**config.mk**
```make
export PLATFORM = sky130hd
export DESIGN_NAME = serial_add_ctrl
export DESIGN_NICKNAME = d
export VERILOG_FILES = /design/src/rtl/serial_add_pkg.sv /design/src/rtl/halfadder.sv /design/src/rtl/serial_add_slice.sv /design/src/rtl/serial_add_ctrl.sv
export SDC_FILE = /design/constraint.sdc
export NUM_CORES = 1
export LEC_CHECK = 0
export ABC_AREA = 0
export CAP_MARGIN = 10
export CELL_PAD_IN_SITES_DETAIL_PLACEMENT = 1
export CELL_PAD_IN_SITES_GLOBAL_PLACEMENT = 1
export CORE_AREA = 3 3 71 73
export DETAILED_ROUTE_END_ITERATION = 10
export DIE_AREA = 0 0 74 76
export GPL_TIMING_DRIVEN = 0
export PLACE_DENSITY_LB_ADDON = 0.1
export SLEW_MARGIN = 20
export SYNTH_ARGS = -nofsm -noshare
export SYNTH_HDL_FRONTEND = slang
export SYNTH_HIERARCHICAL = 1
export SYNTH_SLANG_ARGS = --single-unit
```
**constraint.sdc**
```tcl
create_clock -name clk -period 2 [get_ports clk]
set_input_delay 0.2 -clock clk [delete_from_list [all_inputs] [get_ports clk]]
set_output_delay 0.2 -clock clk [all_outputs]
set_load 0.02 [all_outputs]
```
**src/rtl/serial_add_pkg.sv**
```systemverilog
// serial_add_pkg: shared types and defaults for the bit-serial adder controller.
// Optional feature macro used by serial_add_ctrl: SERIAL_ADD_OVF_EN.
package serial_add_pkg;

    localparam int DEFAULT_WIDTH = 8;

    typedef enum logic [1:0] {
        IDLE = 2'd0,
        RUN  = 2'd1,
        DONE = 2'd2
    } state_t;

endpackage

```
**src/rtl/halfadder.sv**
```systemverilog
// halfadder: one-bit half adder, sum and carry of two input bits.
module halfadder (
    input  logic a,
    input  logic b,
    output logic s,
    output logic c
);

    // Pure combinational half-add.
    always_comb begin
        s = a ^ b;
        c = a & b;
    end

endmodule

```
**src/rtl/serial_add_slice.sv**
```systemverilog
// serial_add_slice: full-adder bit slice built from two half adders and an OR.
// The two carries can never both be high, so OR merges them into the carry out.
module serial_add_slice (
    input  logic a,
    input  logic b,
    input  logic cin,
    output logic s,
    output logic cout
);

    logic s0;
    logic c0;
    logic c1;

    halfadder u_ha0 (
        .a (a),
        .b (b),
        .s (s0),
        .c (c0)
    );

    halfadder u_ha1 (
        .a (s0),
        .b (cin),
        .s (s),
        .c (c1)
    );

    // Merge the two partial carries.
    always_comb begin
        cout = c0 | c1;
    end

endmodule

```
**src/rtl/serial_add_ctrl.sv**
```systemverilog
// serial_add_ctrl: bit-serial WIDTH-bit adder, one operand bit per clock, LSB first.
// Optional feature: define SERIAL_ADD_OVF_EN to add the signed-overflow output ovf.
//
// state | meaning
// ------+-----------------------------------------------------------------
// IDLE  | waiting for start; operands are captured on the accepting edge
// RUN   | one bit per edge through the shared slice; WIDTH edges in total
// DONE  | sum/cout valid, done high for this single cycle, then back to IDLE
module serial_add_ctrl
    import serial_add_pkg::*;
#(
    parameter int WIDTH = DEFAULT_WIDTH
) (
    input  logic             clk,
    input  logic             rst_n,
    input  logic             start,
    input  logic [WIDTH-1:0] a,
    input  logic [WIDTH-1:0] b,
    output logic             busy,
    output logic             done,
    output logic [WIDTH-1:0] sum,
    output logic             cout
`ifdef SERIAL_ADD_OVF_EN
    ,
    output logic             ovf
`endif
);

    localparam int CNT_W = $clog2(WIDTH);
    localparam logic [CNT_W-1:0] CNT_LAST = CNT_W'(WIDTH - 1);

    state_t           state;
    logic [WIDTH-1:0] a_sh;
    logic [WIDTH-1:0] b_sh;
    // Holds the low WIDTH-1 result bits; the final bit joins them on the last edge.
    logic [WIDTH-2:0] res_sh;
    logic [WIDTH-2:0] res_shift;
    logic             carry;
    logic [CNT_W-1:0] cnt;
    logic             sbit;
    logic             carry_nxt;

    serial_add_slice u_slice (
        .a    (a_sh[0]),
        .b    (b_sh[0]),
        .cin  (carry),
        .s    (sbit),
        .cout (carry_nxt)
    );

    // Next result register value: shift right, new sum bit enters at the top.
    always_comb begin
        res_shift = res_sh;
        for (int i = 0; i < WIDTH - 2; i++) begin
            res_shift[i] = res_sh[i+1];
        end
        res_shift[WIDTH-2] = sbit;
    end

    // Controller FSM with operand/result shift registers, carry flop and bit counter.
    always_ff @(posedge clk or negedge rst_n) begin
        if (!rst_n) begin
            state  <= IDLE;
            a_sh   <= '0;
            b_sh   <= '0;
            res_sh <= '0;
            carry  <= 1'b0;
            cnt    <= '0;
            busy   <= 1'b0;
            done   <= 1'b0;
            sum    <= '0;
            cout   <= 1'b0;
`ifdef SERIAL_ADD_OVF_EN
            ovf    <= 1'b0;
`endif
        end else begin
            case (state)
                IDLE: begin
                    done <= 1'b0;
                    if (start) begin
                        a_sh  <= a;
                        b_sh  <= b;
                        carry <= 1'b0;
                        cnt   <= '0;
                        busy  <= 1'b1;
                        state <= RUN;
                    end
                end
                RUN: begin
                    a_sh   <= a_sh >> 1;
                    b_sh   <= b_sh >> 1;
                    res_sh <= res_shift;
                    carry  <= carry_nxt;
                    if (cnt == CNT_LAST) begin
                        // Counter is left at its last value rather than wrapping.
                        sum   <= {sbit, res_sh};
                        cout  <= carry_nxt;
`ifdef SERIAL_ADD_OVF_EN
                        // carry still holds the carry into the MSB here.
                        ovf   <= carry ^ carry_nxt;
`endif
                        busy  <= 1'b0;
                        done  <= 1'b1;
                        state <= DONE;
                    end else begin
                        cnt <= cnt + CNT_W'(1);
                    end
                end
                DONE: begin
                    done  <= 1'b0;
                    state <= IDLE;
                end
                default: begin
                    busy  <= 1'b0;
                    done  <= 1'b0;
                    state <= IDLE;
                end
            endcase
        end
    end

endmodule

```
==> results of run 1 <==
## flip-flops by register name, summed over array words and instances (netlist names)
register and cells:
sum 8, a_sh 8, busy 1, cnt 3
res_sh 7, carry 1, state 2, b_sh 8
done 1, cout 1
## worst max-delay path, stage by stage (launching register included)
cell,delay (ps)
dfrtp_1,410
ha_1,230
ha_1,260
nand2_4,170
mux2_2,360
## cell type report
type | instances | area (µm²)
clock buffers | 5 | 68.8
plain buffers | 12 | 70.1
repair buffers | 31 | 315
fillers | 479 | 2060
well taps | 52 | 65.1
clock inverters | 3 | 90.1
flip-flops and latches | 40 | 1000
multi-input cells | 117 | 731
inverters | 3 | 11.3
## power breakdown
group	switching [W]	internal, W
logic	0.000799	0.000745
registers	0.000276	0.00119
clock network	0.000292	0.000624
## routing by layer
metal,track usage (%),vias to the layer above
met4,4.89,0
met2,26.2,30
met5,0,-
li1,-,686
met1,21.8,727
met3,5.28,6
## what timing repair did
action                                  in CTS  in global routing
endpoints found under the setup margin       0                  0
hold buffers                                 1                  0
resized for setup                            0                  0
endpoints found under the hold margin       13                  0
## how the worst max path moves through the flow
stage	startpoint	to	slack, ps	cells past startpoint
CTS	cnt[0]	sum[0]	430	4
floorplan	a_sh[0]	cout	560	4
detailed placement	start	a_sh[0]	380	5
global placement	rst_n	sum[0]	-200	1
finish	cnt[0]	sum[3]	450	4
global route	cnt[0]	sum[1]	360	4
## per-stage QoR
stage                     hold slack [ps]  power (W)
final                                 344    0.00393
after global routing                  374    0.00423
after CTS                             341    0.00398
after detailed placement              126    0.00304
after global placement                464    0.00291
after floorplan                     -95.6    0.00245
## layout by cell type, fill, tap and decap left out, types with 5 or more instances in the layout
cell type and instances:
clkbuf_8 5, nor3_1 27, o21ai_0 5, nor2_1 12, o22ai_1 14, mux2_2 9
ha_1 5, o32ai_1 5, nand2_1 24, dfrtp_1 40, a22o_1 6, clkdlybuf4s50_1 28
buf_2 6
## cells by family (layout without fill, tap and decap cells)
group	Yosys count	after routing	synth area share, %
flops	40	40	55.2
fa+ha+maj	5	5	3.45
compound gates	30	30	11.5
buf+inv	15	54	4.49
mux	11	11	6.97
simple gates	71	71	18.4
==> flow_results.org, run 1 <==
** Run status
- The flow ran to the end, and the final reports show no timing, DRC or antenna violations.

** Route
- In this run, the number of DRC markers left after iteration 0 of detailed routing was 92.
- Wires add up to 4320 µm.
- Using the TritonRoute via totals, the vias-per-cell ratio works out to 5.51.
- Wire length per cell :: 16.4 µm
- WL met2 :: roughly 2100 µm
- In the final routing, the length of wire on met1 measures 1960 µm.
- Detailed-routed wire length on met3 :: slightly above 200 µm
- DRC violation count after routing :: 0
- First drt pass iteration count :: 4
- The highest metal layer carrying signal wires in the routed design is met4.
- Count of vias placed by the detailed router :: 1449
- The detail route stage leaves a number of antenna-violating nets equal to 0.

** Die
- Number of standard-cell rows in the floorplan :: 24
- For this design the top-level I/O count stands at 30.
- Vert. Die Dim :: 76 µm
- The floorplan step defined a die boundary enclosing 5620 µm².
- Core area :: 4410 µm²
- Overall die width :: 74 µm
- The initial utilization of the core area, before any placement, comes to 41.1%.

** STA
- Clock Skew :: 4.93 ps
- The count of endpoints failing hold in the final timing report came to 0.
- Derived from the worst setup path, the maximum achievable clock frequency is between 600 and 700 MHz.
- In the final timing run, aggregate negative setup slack is 0 ps.
- Smallest setup slack after layout :: 447 ps
- Number of pins with negative max-slew slack in the final report :: 0
- Final setup violation count :: 0
- Counting I/O delays and the setup requirement, the final critical path takes approximately 1600 ps.
- Tightest slew margin relative to the limit :: around two thirds
- Slew at the pin closest to its max-slew limit :: 481 ps
- Share of the clock period used by the worst path after layout :: ~78%
- RSZ-0062 raised after global routing :: false

** Yosys
- Synth Cell Area :: 1810 µm²
- Mean post-synth cell area :: 10.5 µm²
- Number of synthesized register bits :: 40
- For this run, the leading register cell type out of synthesis is dfrtp_1.
- Leading cell type by number of instances after synthesis :: dfrtp_1
- Leading post-synthesis cells by cell area :: dfrtp_1, nor3_1, mux2_2, nand2_1, o22ai_1
- Of all cell types, the one taking the most synthesized area is dfrtp_1.
- Cell types with the highest counts after synthesis :: dfrtp_1, nor3_1, nand2_1
- When the netlist entered floorplanning its net count stood at 196.
- The synthesized design devotes to its leading area cell type 55.2% of total area.
- Warnings, synthesis :: 6
- Netlist cell types :: 24
- Synthesis produced a netlist whose cell count is 172.
- The synthesized design contains 0 enable-type register cells.
- Sequential fraction of the synthesis area :: 55.2%
- Fraction of registers with async set/reset :: 100%

** Clocking
- Insertion delay of the later-clocked pin in the worst-skew pair :: 290 ps
- The clock passes through at most 2 buffers.
- TritonCTS built the clock tree.
- After clock tree synthesis, the setup repair step added 0 buffers.
- Reg clk slew, reported paths :: approximately 80 ps
- Sink count of the clock tree :: 40
- Number of clock buffers inserted by TritonCTS :: 5
- The clock tree synthesis step divided the H-tree into 2 levels.
- Clock Root Buffer :: clkbuf_8

** Hold path
- The tightest min-delay check is of the in -> async type.

** Critical path
- Critical path launch point type :: register
- Worst setup path class :: reg -> reg
- Required time of the worst setup path :: 2180 ps
- STA classifies the critical path endpoint as a register.
- Start of the worst register-to-register path :: cnt[0]
- For flop-to-flop paths, the worst setup slack is between 400 and 500 ps.
- Crit path DAT :: approximately 1700 ps
- Of all nets on the critical path, the largest fanout is 10.
- Endpoint of the worst register-to-register path :: sum[3]
- For the worst flop-to-flop path, the logic depth is 4.

** Flow run
- Number of max-cap violations :: 0

** Place
- At the placement stage, the worst setup path has a slack of 383 ps.
- In this run, placement finished with an instance count of 254.
- After legalization and detailed placement, the total HPWL measured 3130 µm.
- After detailed placement, the total cell area comes to 2180 µm².
- Final weighted congestion of routability-driven global placement :: 0.766
- Buffers placed on the I/O ports in this run total 29.

** Power
- Across the VDD grid, the largest voltage drop is 751 µV.
- For this design the static power due to leakage is 1.07 nW.
- Power spread over the standard cell area amounts to between 1500 and 2000 nW/µm².

** Final layout
- The finished layout holds 263 standard cells, fillers aside.
- Summing all non-filler instances in the final layout gives an area of 2350 µm².
- Fraction of final layout cells with drive strength greater than 1 :: around 16%
- 0 antenna diodes ended up in the layout.
- Compared with the post-synthesis result, the final layout area differs by 29.7%.
- In the final design database the tool counted 234 nets.
- Final design utilization :: a little over half

** Global routing
- The via count of the first global-routing pass was approximately 1500.
- Gr ovfl total :: 0
- The initial antenna violation count was 0.
- In the global route stage, overall resource usage came out at 16.7%.
- Maximum number of pins on one net before global-route repair :: 28
- First-pass GRT wire length :: 7330 µm
Note: power is estimated with default switching activity, not from simulation.
==> run 2: changes to the inputs <==
--- a/config.mk
+++ b/config.mk
@@ -9,9 +9,9 @@
 export CAP_MARGIN = 10
 export CELL_PAD_IN_SITES_DETAIL_PLACEMENT = 1
 export CELL_PAD_IN_SITES_GLOBAL_PLACEMENT = 1
-export CORE_AREA = 3 3 71 73
+export CORE_AREA = 3 3 74 76
 export DETAILED_ROUTE_END_ITERATION = 10
-export DIE_AREA = 0 0 74 76
+export DIE_AREA = 0 0 77 79
 export GPL_TIMING_DRIVEN = 0
 export PLACE_DENSITY_LB_ADDON = 0.1
 export SLEW_MARGIN = 20
==> constraint.sdc (replaced) <==
create_clock -name clk -period 1.3 [get_ports clk]
set_input_delay 0.13 -clock clk [delete_from_list [all_inputs] [get_ports clk]]
set_output_delay 0.13 -clock clk [all_outputs]
set_load 0.02 [all_outputs]
==> flow_results.org, run 2 (synthesis results as in run 1) <==
** Route
- The post-detailed-route count of antenna-violating nets came to 0 (unchanged).
- The met3 wirelength from detailed routing came to 186 µm (was 206 µm).
- The DRC violation count after routing came to 0 (unchanged).
- Sum of routed wire length over all layers :: 4840 µm (was 4320 µm)
- The number of iterations in the first detailed-routing pass was 4 (unchanged).
- The violation count after the first detailed-routing iteration came to 55 (was 92).
- Highest signal layer in the routed design :: met4 (unchanged)
- Count of vias placed by the detailed router :: 1504 (was 1449)
- The length of routed wiring on met1 was 2140 µm (was 1960 µm).
- The mean number of vias per cell was 5.17 (was 5.51).
- The wire length on met2 was 2470 µm (was 2100 µm).
- Wire length per cell :: 16.6 µm (was 16.4 µm)

** Die
- The die width was 77 µm (was 74 µm).
- Top-level port count :: 30 (unchanged)
- Vert. Die Dim :: 79 µm (was 76 µm)
- Core area :: 4790 µm² (was 4410 µm²)
- Initial standard-cell utilization of the core :: 37.9% (was 41.1%)
- The area of the die is 6080 µm² (was 5620 µm²).
- The count of standard-cell rows came to 25 (was 24).

** Critical path
- Required time of the worst setup path :: 1480 ps (was 2180 ps)
- The nature of the critical path endpoint is a register (unchanged).
- Max Fanout on Critical Path :: 2 (was 10)
- The class of the most critical setup path is reg -> reg (unchanged).
- The arrival time reported for the critical path endpoint came to 1610 ps (was 1730 ps).
- Critical path launch point type :: register (unchanged)

** STA
- Clock Skew :: 7.42 ps (was 4.93 ps)
- Final Hold Violating Endpoints :: 0 (unchanged)
- The number of max-slew violations in the final report came to 0 (unchanged).
- Max Clk Rate :: 696 MHz (was 644 MHz)
- RSZ-0062 raised after global routing :: true (was false)
- The post-route setup TNS was -431 ps (was 0 ps).
- Slew at the pin closest to its max-slew limit :: 414 ps (was 481 ps)
- The minimum setup slack in the final design came to -136 ps (was 447 ps).
- Final setup violation count :: 12 (was 0)
- The headroom to the max-slew limit came to 72.4% (was 67.9%).
- Crit path time final :: 1440 ps (was 1550 ps)
- The worst hold slack across all endpoints was 316 ps (was 344 ps).
- The fraction of the cycle the final worst path needs came to 110% (was 77.6%).

** Hold path
- HP Class :: in -> async (unchanged)

** Clocking
- The insertion delay of the later-clocked pin in the worst-skew pair is 290 ps (about the same).
- The TritonCTS clock tree was built (unchanged).
- The CTS buffer count came to 5 (unchanged).
- Reg clk slew, reported paths :: 80 ps (about the same)
- Max Root-Sink Buffers :: 2 (unchanged)
- The number of levels in the clock H-tree came to 2 (unchanged).
- Sink count of the clock tree :: 40 (unchanged)
- Clock Root Buffer :: clkbuf_8 (unchanged)

** Final layout
- Top flop regs: a_sh: 8 flops, b_sh: 8 flops, sum: 8 flops (unchanged).
- Most common cell after layout, fill and taps aside :: dfrtp_1 (unchanged)
- The post-layout instance count excluding filler cells is 291 (was 263).
- The fraction of final layout cells with drive strength greater than 1 was 29.5% (was 15.6%).
- Synthesis-to-layout area growth :: 46.7% (was 29.7%)
- Commonest non-fill, non-tap cells in the layout :: dfrtp_1, nand2_1, nor3_1, clkdlybuf4s50_1, o22ai_1 (was dfrtp_1, clkdlybuf4s50_1, nor3_1, nand2_1, o22ai_1)
- The number of nets in the finished design was 247 (was 234).
- The diode insertion count for antenna repair is 0 (unchanged).
- Filler Cell Count :: 510 (was 479)

** Global routing
- The initial antenna violation count was 0 (unchanged).
- The total congestion overflow came to 0 (unchanged).
- The via count of the first global-routing pass came to 1654 (was 1522).
- The total global-route track usage is 17.1% (was 16.7%).
- Maximum number of pins on one net before global-route repair :: 26 (was 28)
- First-pass GRT wire length :: 8250 µm (was 7330 µm)

** Flow run
- Number of max-cap violations :: 0 (unchanged)

** Run status
- Result of the run: finished, violations left (was finished, final reports clean).
- Violations in the final reports :: negative setup slack

** Power
- Leak Pwr :: 1.20 nW (was 1.07 nW)
- Overall power of the completed layout :: 0.00627 W (was 0.00393 W)
- The power density over the cells came to 2360 nW/µm² (was 1670 nW/µm²).
- The highest ir drop seen on vdd is 1150 µV (was 751 µV).

** Place
- Number of port buffers :: 29 (unchanged)
- Detailed Place HPWL :: 3240 µm (was 3130 µm)
- Number of instances in the placed design :: 269 (was 254)
- Worst setup timing slack at the placement stage :: -234 ps (was 383 ps)
- Final weighted congestion of routability-driven global placement :: 0.734 (was 0.766)
==> run 2: through the flow <==
step / cell area, µm² / util (%)
final: 2660 / 55.6
after floorplan: 1840 / -
after detailed placement: 2230 / 46.6
after global routing: 2660 / 55.6
after global placement: 2220 / 46.3
after CTS: 2500 / 52.2
==> run 2: path summary, 6_finish.rpt <==
| kind | endpoint | startpoint | cells past startpoint | slack, ps |
|---|---|---|---|---|
| setup / recovery | cout | a_sh[0] | 4 | -140 |
| hold / removal | state[1] | rst_n | 2 | 320 |
| setup reg to reg | cout | a_sh[0] | 4 | -140 |
| hold reg to reg | busy | busy | 2 | 500 |
| max in group asynchronous | carry | rst_n | 3 | 510 |
| min in group clk | b_sh[7] | b[7] | 3 | 400 |
==> run 2: layout make-up <==
| cell class | count | area [µm²] | share of cell area (%) |
|---|---|---|---|
| inverters | 3 | 15.0 | 0.564 |
| well taps | 67 | 83.8 | 3.15 |
| flip-flops and latches | 40 | 1000 | 37.6 |
| clock buffers | 6 | 72.6 | 2.73 |
| multi-input cells | 118 | 930 | 34.9 |
| plain buffers | 10 | 77.6 | 2.92 |
| repair buffers | 45 | 445 | 16.7 |
| clock inverters | 2 | 35.0 | 1.32 |
==> run 2: repair_timing <==
| action | 4_1_cts | 5_1_grt |
|---|---|---|
| setup endpoints to repair | 35 | 30 |
| resized for setup | 32 | 20 |
| setup buffers | 8 | 5 |
| hold buffers | 1 | 0 |
| hold endpoints to repair | 15 | 0 |
| cloned | 1 | 1 |
| pin swaps | 4 | 4 |
==> run 2: worst max-delay path: stages, from the launching register on <==
cell	delay, ps
dfrtp_1	420
ha_4	260
ha_4	140
or2_1	230
mux2_2	270
==> run 2: power by group <==
part,switching [W],internal (W),total (W)
Sequential,0.000472,0.00183,0.00230
Clock,0.000428,0.000570,0.000997
Combinational,0.00144,0.00153,0.00297
==> run 2: routing by layer <==
| layer | global-route usage, % | vias up |
|---|---|---|
| li1 | - | 710 |
| met1 | 20.6 | 761 |
| met2 | 30.1 | 27 |
| met3 | 4.31 | 6 |
| met4 | 5.69 | 0 |
| met5 | 0 | - |
==> run 3: changes to the inputs <==
--- a/config.mk
+++ b/config.mk
@@ -10,6 +10,8 @@
 export CELL_PAD_IN_SITES_DETAIL_PLACEMENT = 1
 export CELL_PAD_IN_SITES_GLOBAL_PLACEMENT = 1
 export CORE_AREA = 3 3 74 76
+export CTS_CLUSTER_DIAMETER = 120
+export CTS_CLUSTER_SIZE = 20
 export DETAILED_ROUTE_END_ITERATION = 10
 export DIE_AREA = 0 0 77 79
 export GPL_TIMING_DRIVEN = 0
==> results of run 3 <==
Final layout, timing and power as in run 2 (identical DEF).
==> RTL change, RTL diff (flow settings as in run 3) <==
Change the package constant `DEFAULT_WIDTH` from 8 to 4.
--- a/src/rtl/serial_add_pkg.sv
+++ b/src/rtl/serial_add_pkg.sv
@@ -4,3 +4,3 @@
 
-    localparam int DEFAULT_WIDTH = 8;
+    localparam int DEFAULT_WIDTH = 4;
 
Interface: changed (resized a, b and sum); port bits go from 30 to 18. No check against the original RTL was run, so the function may have changed too.
==> RTL change against run 3 <==
  * The flow still finishes with violations (setup timing)
  * Combinational power down 45%
  * Synthesized area down 42%
  * Sequential cell count is 17 lower
  * Non-clock buffer count fell by 32
  * Count of clock-buffer cells in the layout decreased by 3
  * First-iteration DRC count fell by 49%
  * Cell area fell by 47%
  * Routed wire length decreased by 49%
  * Power is 46% lower
  * Core utilization shrank 26 points
  * Setup slack improved by 0.026 ns
==> RTL change: results (changes against run 3) <==
The run finished, with violations left. The final reports fail on setup timing. The all-layer global routing usage is 8.64% (-8.5 points). The post-placement worst setup slack was -0.189 ns (+0.0450 ns). The data arrival time of the worst path came out at 1.57 ns (-0.04 ns).

The mean area per synthesized cell is 11.1 um2 (+5.7%). The number of cells after detailed placement came out at 179 (-33%). The number of non-filler instances in the completed layout came to 186 (-36%). The net count after synthesis is 110 (-44%). The largest registers in the layout are a_sh x4, b_sh x4, sum x4. The worst IR drop on VDD is 0.550 mV (-52%). The proportion of power drawn by combinational gates came out at 48.3% (+0.9 points).

The routability congestion estimate from global placement was 0.695 (-5.3%). The global routing met3 resource utilization is 2.04% (-2.3 points). The via count of the first global-routing pass is 827 (-50%). The number of post-CTS setup repair buffers came out at 2 (-6). The global-route wire length before repair came to 4170 um (-49%). The sequential cell area fraction in the yosys report is 54.4% (-0.84 points). The routed wire length came out at 2450 um (-49%). The clock skew is 0.00120 ns (-0.00622 ns).

The proportion of synthesized area in mux cells came out at 8.16% (+1.2 points). The routed via count came out at 781 (-48%). The number of detailed-route iterations in the first pass is 3 (-1). The count of instances resized after the clock tree is built came to 9 (-72%). The worst hold slack came out at 0.380 ns (+0.0634 ns). The total of fill cells in the finished design came to 535 (+4.9%). The internal power of the cells came out at 2.12 mW (-46%).

The met1 capacity usage during global routing is 11.3% (-9.4 points). The instance area after placement came out at 1310 um2 (-41%). The pin count of the biggest net entering global routing is 24 (-7.7%). The number of buffers inserted during clock tree synthesis is 3 (-2). The leakage power of the design was 0.662 nW (-45%). The final sum of negative setup slack is -0.181 ns (+0.250 ns). The post-detailed-placement half-perimeter wirelength is 1760 um (-46%). The proportion of layout cells with a drive suffix above 1 is 21.8% (-7.6 points).

The number of H-tree levels is 1 (-1). The final number of setup-violating endpoints came out at 2 (-10). The share of the synthesized area in compound gates (AO/OA/AOI/OAI) came out at 12.9% (+1.4 points).

The post-synthesis xor/xnor area fraction is 0% (unchanged). The later-pin clock latency in the skew report came out at 0.26 ns (-0.03 ns). The fraction of power consumed by the clock network came out at 13.5% (-2.4 points). The adder-cell area share of the yosys netlist was 4.73% (+1.3 points). The quantity of I/O buffers inserted on ports was 17 (-41%). The met2 usage in global routing is 13.9% (-16 points).

The least setup slack across all paths after layout is -0.110 ns (+0.0257 ns). The number of distinct standard cells referenced by the synthesized netlist was 25 (+4.2%). The net total in the final layout came out at 135 (-45%). The DRC marker count from the first detailed-route iteration came out at 28 (-49%). Sorting the synthesized cells by how often they occur yields dfrtp_1, nor2_1, nand2_1.
==> RTL change: critical path, cell delays in order, from the launching register on <==
cell	delay, ns
dfrtp_1	0.42
ha_4	0.26
ha_4	0.14
or2_1	0.22
mux2_4	0.27
==> RTL change: layer usage <==
| layer | vias to the layer above | part of all wire, % |
|---|---|---|
| li1 | 379 | - |
| met1 | 386 | 49 |
| met2 | 14 | 47 |
| met3 | 2 | 3.7 |
| met4 | 0 | 0.57 |
| met5 | - | 0 |
==> RTL change: final cells by class <==
| type | count | area [um2] | share of cell area [%] |
|---|---|---|---|
| tap | 67 | 83.8 | 5.93 |
| timing repair buffer | 20 | 181 | 12.8 |
| multi-input combinational | 66 | 494 | 35.0 |
| sequential | 23 | 577 | 40.8 |
| clock inverter | 1 | 5.00 | 0.354 |
| inverter | 3 | 11.3 | 0.796 |
| buffer | 3 | 20.0 | 1.42 |
| clock buffer | 3 | 41.3 | 2.92 |
